<file path="src/rtl/truth_table_checker_settle_timer.sv">
// Loadable down-counter that paces the gap between driving a vector and sampling it.
module truth_table_checker_settle_timer #(
    parameter int W = 4
) (
    input  logic         clk,
    input  logic         rst,
    input  logic         load,
    input  logic [W-1:0] load_val,
    input  logic         en,
    output logic         zero
);

    logic [W-1:0] count;

    always_ff @(posedge clk or posedge rst) begin
        if (rst) begin
            count <= '0;
        end else if (load) begin
            count <= load_val;
        end else if (en && (count != '0)) begin
            count <= count - 1'b1;
        end
    end

    assign zero = (count == '0);

endmodule

</file>
<file path="config.mk">
export PLATFORM = sky130hd
export DESIGN_NAME = truth_table_checker_settle_timer
export DESIGN_NICKNAME = d
export VERILOG_FILES = /design/src/rtl/truth_table_checker_settle_timer.sv
export SDC_FILE = /design/constraint.sdc
export NUM_CORES = 1
export LEC_CHECK = 0
export ABC_AREA = 1
export BUFFER_PORTS_ARGS = -buffer_cell sky130_fd_sc_hd__buf_2
export CORE_AREA = 2 2 39 41
export CTS_BUF_LIST = sky130_fd_sc_hd__clkbuf_4 sky130_fd_sc_hd__clkbuf_8
export DETAILED_ROUTE_END_ITERATION = 8
export DIE_AREA = 0 0 41 43
export PLACE_DENSITY = 0.42
export SYNTH_ARGS = -nofsm -noshare
export SYNTH_HDL_FRONTEND = slang
export SYNTH_SLANG_ARGS = --single-unit
</file>
<file path="constraint.sdc">
create_clock -name clk -period 2.5 [get_ports clk]
set_clock_uncertainty 0.05 [all_clocks]
set_input_delay 0.25 -clock clk [delete_from_list [all_inputs] [get_ports clk]]
set_output_delay 0.25 -clock clk [all_outputs]
set_load 0.05 [all_outputs]
</file>
Yosys cells after proc, flatten, opt, wreduce, memory -nomap -nowiden
Index checks and enable logic that the tools add are counted.
Cells by class
  mux-type cells: 2
  $add $sub $neg: 1
  reduce and logical (&&, ||, !) cells: 4
Operators by type and width (number)
  4-bit 2-to-1 mux: 2
  4-bit zero test: 1
  4-bit nonzero test: 1
  4-bit by 1-bit subtractor with 4-bit output (second input constant): 1
  2-bit nonzero test: 1
  1-bit logical AND: 1
Word-level totals
  input bits: 8
  bits in registers: 4
  logic and storage cells: 8
  output and inout port bits: 1

Logic depth before layout (Yosys ltp)
  depth in word-level cells: 4
  mapped depth: 9
  mapped depth without buffers: 9

Least setup slack after synthesis
Ideal clock, no wire load.
  path type: flip-flop to output port
  from: register count[0]
  to: output zero
  arrival time: 1035 ps
  path buffers: 0
  cell stages (with the launch flop): 5
  setup slack: 1165 ps
  cell sequence: dfrtp_1 inv_1 ha_1 nand2_2 inv_1
Between the ends
  cells in the longest elaborated chain, start to end: 1
Ends and longest elaborated chain
  start, declared: RTL line 13  | logic [W-1:0] count;
  start signal, assigned: RTL line 19  | count <= load_val;
  start signal, assigned: RTL line 21  | count <= count - 1'b1;
  4-bit zero test: RTL line 25  | assign zero = (count == '0);
  end, declared: RTL line 10  | output logic zero
Every way passes these cells.

Final worst setup path
Same ends and word-level chain as after synthesis.

==> impl_metrics.ini <==
[detailed_routing]
routed_via_density = 3.853
drc = 0
vias = 289
ant_nets = 0
routed_wl_um = 602
drtPass1Iterations = 2
first_iter_violations = 4
routedWlPerCell_um = 8.027

[critical_path]
crit_slowest_cell = dfrtp_1
critPathRequiredTime_ns = 2.20
ff2ff_setup_slack_ns = 1.29
slowest_delay_ns = 0.38
rr_startpoint = count[0]
cp_max_fo = 3
path_class = flip-flop to primary output
r2r_end = count[2]
crit_arrival_ns = 1.30
crit_chain = inv_1 -> ha_1 -> nand2_2 -> inv_1 -> buf_2
worstSetupStartpointType = flip-flop
endpoint_kind = primary output
crit_top_cell = inv_1
ff2ff_path_depth = 7
crit_start = count[0]

[place]
io_buffers = 8
hpwl_um = 474.3
finalWeightedCongestion = 0.6250
postPlaceCellArea_um2 = 359.1

[sta]
final.period_utilization_pct = 63.83
setup_viol = 0
drv_slew = 0
min_period_ns = 1.596
finalSetupTns_ns = 0
rsz0062_at_grt = false
fmaxAchievable_mhz = 626.7
slew_headroom_pct = 83.73
tightest_slew_ns = 0.2457
holdWs_ns = 0.2825
hold_viol = 0

[global_routing]
grt_pass1_wl_um = 959
grt_pass1_vias = 251
track_usage_pct = 7.972
grt_max_degree = 9
globalRoute.totalOverflow = 0
antenna_found_initial = 0

[power_and_ir_drop]
power_frac_clock_pct = 29.5
power_density_mw_per_mm2 = 670.5
p_sw_uw = 95.37
power_frac_comb_pct = 36.0
p_int_uw = 167.2
p_seq_share_pct = 34.5
p_leak_nw = 0.2341
ir_drop_uv = 206.4
p_total_uw = 262.6
swShare_pct = 36.32

[finish]
fill_cells = 164
area_growth_pct = 30.96
regMostFlops = count
finalInstanceArea_um2 = 391.6
largest_reg_flops = 4
layout-drive-gt1-share_pct = 27.12
antenna_cells = 0
reg_top3 = count (4)
nets = 70

[synthesis]
synth_nets = 56
netlist_instances = 47
synth_seq_area_share_pct = 33.47
netlist_area_um2 = 299.0
yosys_warnings = 0
ys_types = 13
synthSimpleGateAreaFrac_pct = 48.95
synth-seq-cells = 4
syn_area_per_cell_um2 = 6.362
synth_top_cell_by_area = dfrtp_1
synth-compound-area-share_pct = 3.347
synth_mux_area_share_pct = 0
synth_top_area_share_pct = 33.47
yosys.area_share.adder_pct = 4.184
synth_area_leaders = dfrtp_1 (33%), nand2_1 (26%), inv_1 (7.5%), nand3_1 (5.0%), nand3b_1 (5.0%)
synth_top_family_by_area = simple AND/OR/NAND/NOR gates
synth-xor-area-share_pct = 0

[floorplanning]
dieHeight_um = 43
dieArea_mm2 = 0.001763
rows = 14
io_pins = 9
core_area_mm2 = 0.001384
initial_utilization_pct = 21.61
fp.dieW_um = 41

[flow_run]
cap_viol_max_count = 0

[worst_hold_path]
min_from = load_val[2]
worstHoldPathCells = 5
holdCritPathClass = input pin to flip-flop
hold_path_end = count[2]

[outcome]
outcome = completed

[cts]
cts_resized = 0
cts_tree = done
cts_root_buffer = clkbuf_4
worstSkewPairLatency_ns = 0.23
clkSlewWorstSetupHoldPaths_ns = 0.03
cts.htree.levels = 1
cts.sinks = 4
numCtsBuffers = 3
cts_setup_buffers = 0
cts_buffer_depth = 2
worst max-delay path: cells and delay by family (launching register included):
family / cells / cell delay, ns
flops: 1 / 0.38
simple gates: 1 / 0.09
fa+ha+maj: 1 / 0.21
buf+inv: 3 / 0.40
synthesized netlist by cell type:
cell      instances
nand2_1          21
inv_1             6
dfrtp_1           4
nand3_1           3
nand2_2           2
nand3b_1          2
nor2_1            2
o21ai_0           2
clkinv_1          1
ha_1              1
inv_2             1
nand2_4           1
nor2_2            1
cell families after synthesis:
logic type	Yosys count
buffers and inverters	8
DFF	4
adders and majority gates	1
and+or+nand+nor	32
AOI/OAI and AO/OA	2
power groups by stage:
stage | sequential (mW) | clock [mW] | combinational [mW]
6_report | 0.0907 | 0.0774 | 0.0945
3_3_place_gp | 0.0915 | 0 | 0.0967
3_5_place_dp | 0.0912 | 0 | 0.0947
2_1_floorplan | 0.0882 | 0 | 0.0739
5_1_grt | 0.0937 | 0.0825 | 0.109
4_1_cts | 0.0905 | 0.0829 | 0.0964
cells in the final DEF (no fill, tap or decap), drive strengths merged:
master        n
inv           7
dlygate4sd3   1
nand3b        2
ha            1
dfrtp         4
clkbuf        3
nand2        24
nand3         3
buf           8
o21ai         2
nor2          3
clkinv        1
cell type report:
class	instances	area, µm²	area share (%)
clock buffers	3	22.52	5.751
inverters	8	30.03	7.668
multi-input cells	35	168.9	43.13
flip-flops and latches	4	100.1	25.56
well taps	16	20.02	5.112
repair buffers	9	50.05	12.78
per-layer routing:
| layer | vias to the layer above | global-route usage [%] | wire length, µm |
|---|---|---|---|
| li1 | 165 | - | - |
| met1 | 118 | 10.78 | 315 |
| met2 | 6 | 10.63 | 255 |
| met3 | 0 | 1.571 | 31 |
| met4 | 0 | 6.000 | 0 |
| met5 | - | 0 | 0 |
what timing repair did:
action,in CTS,in global routing
endpoints found under the hold margin,4,0
setup endpoints to repair,0,0
hold buffers,1,0
per-stage QoR:
| stage | cells | utilization (%) | setup WS [ns] |
|---|---|---|---|
| final | 75 | 28.30 | 0.9043 |
| after global routing | 75 | 28.30 | 0.8069 |
| after CTS | 75 | 28.30 | 0.8859 |
| after detailed placement | 71 | 25.95 | 1.140 |
| after global placement | 71 | 25.95 | 1.154 |
| after floorplan | 47 | - | 1.165 |
how the worst max path moves through the flow:
| stage | slack, ns | depth (start not counted) | end |
|---|---|---|---|
| 3_3_place_gp | 1.15 | 5 | zero |
| 5_1_grt | 0.81 | 5 | zero |
| 2_1_floorplan | 1.16 | 4 | zero |
| 6_report | 0.90 | 5 | zero |
| 3_5_place_dp | 1.14 | 5 | zero |
| 4_1_cts | 0.89 | 5 | zero |
Power figures use the tool's default switching activity.
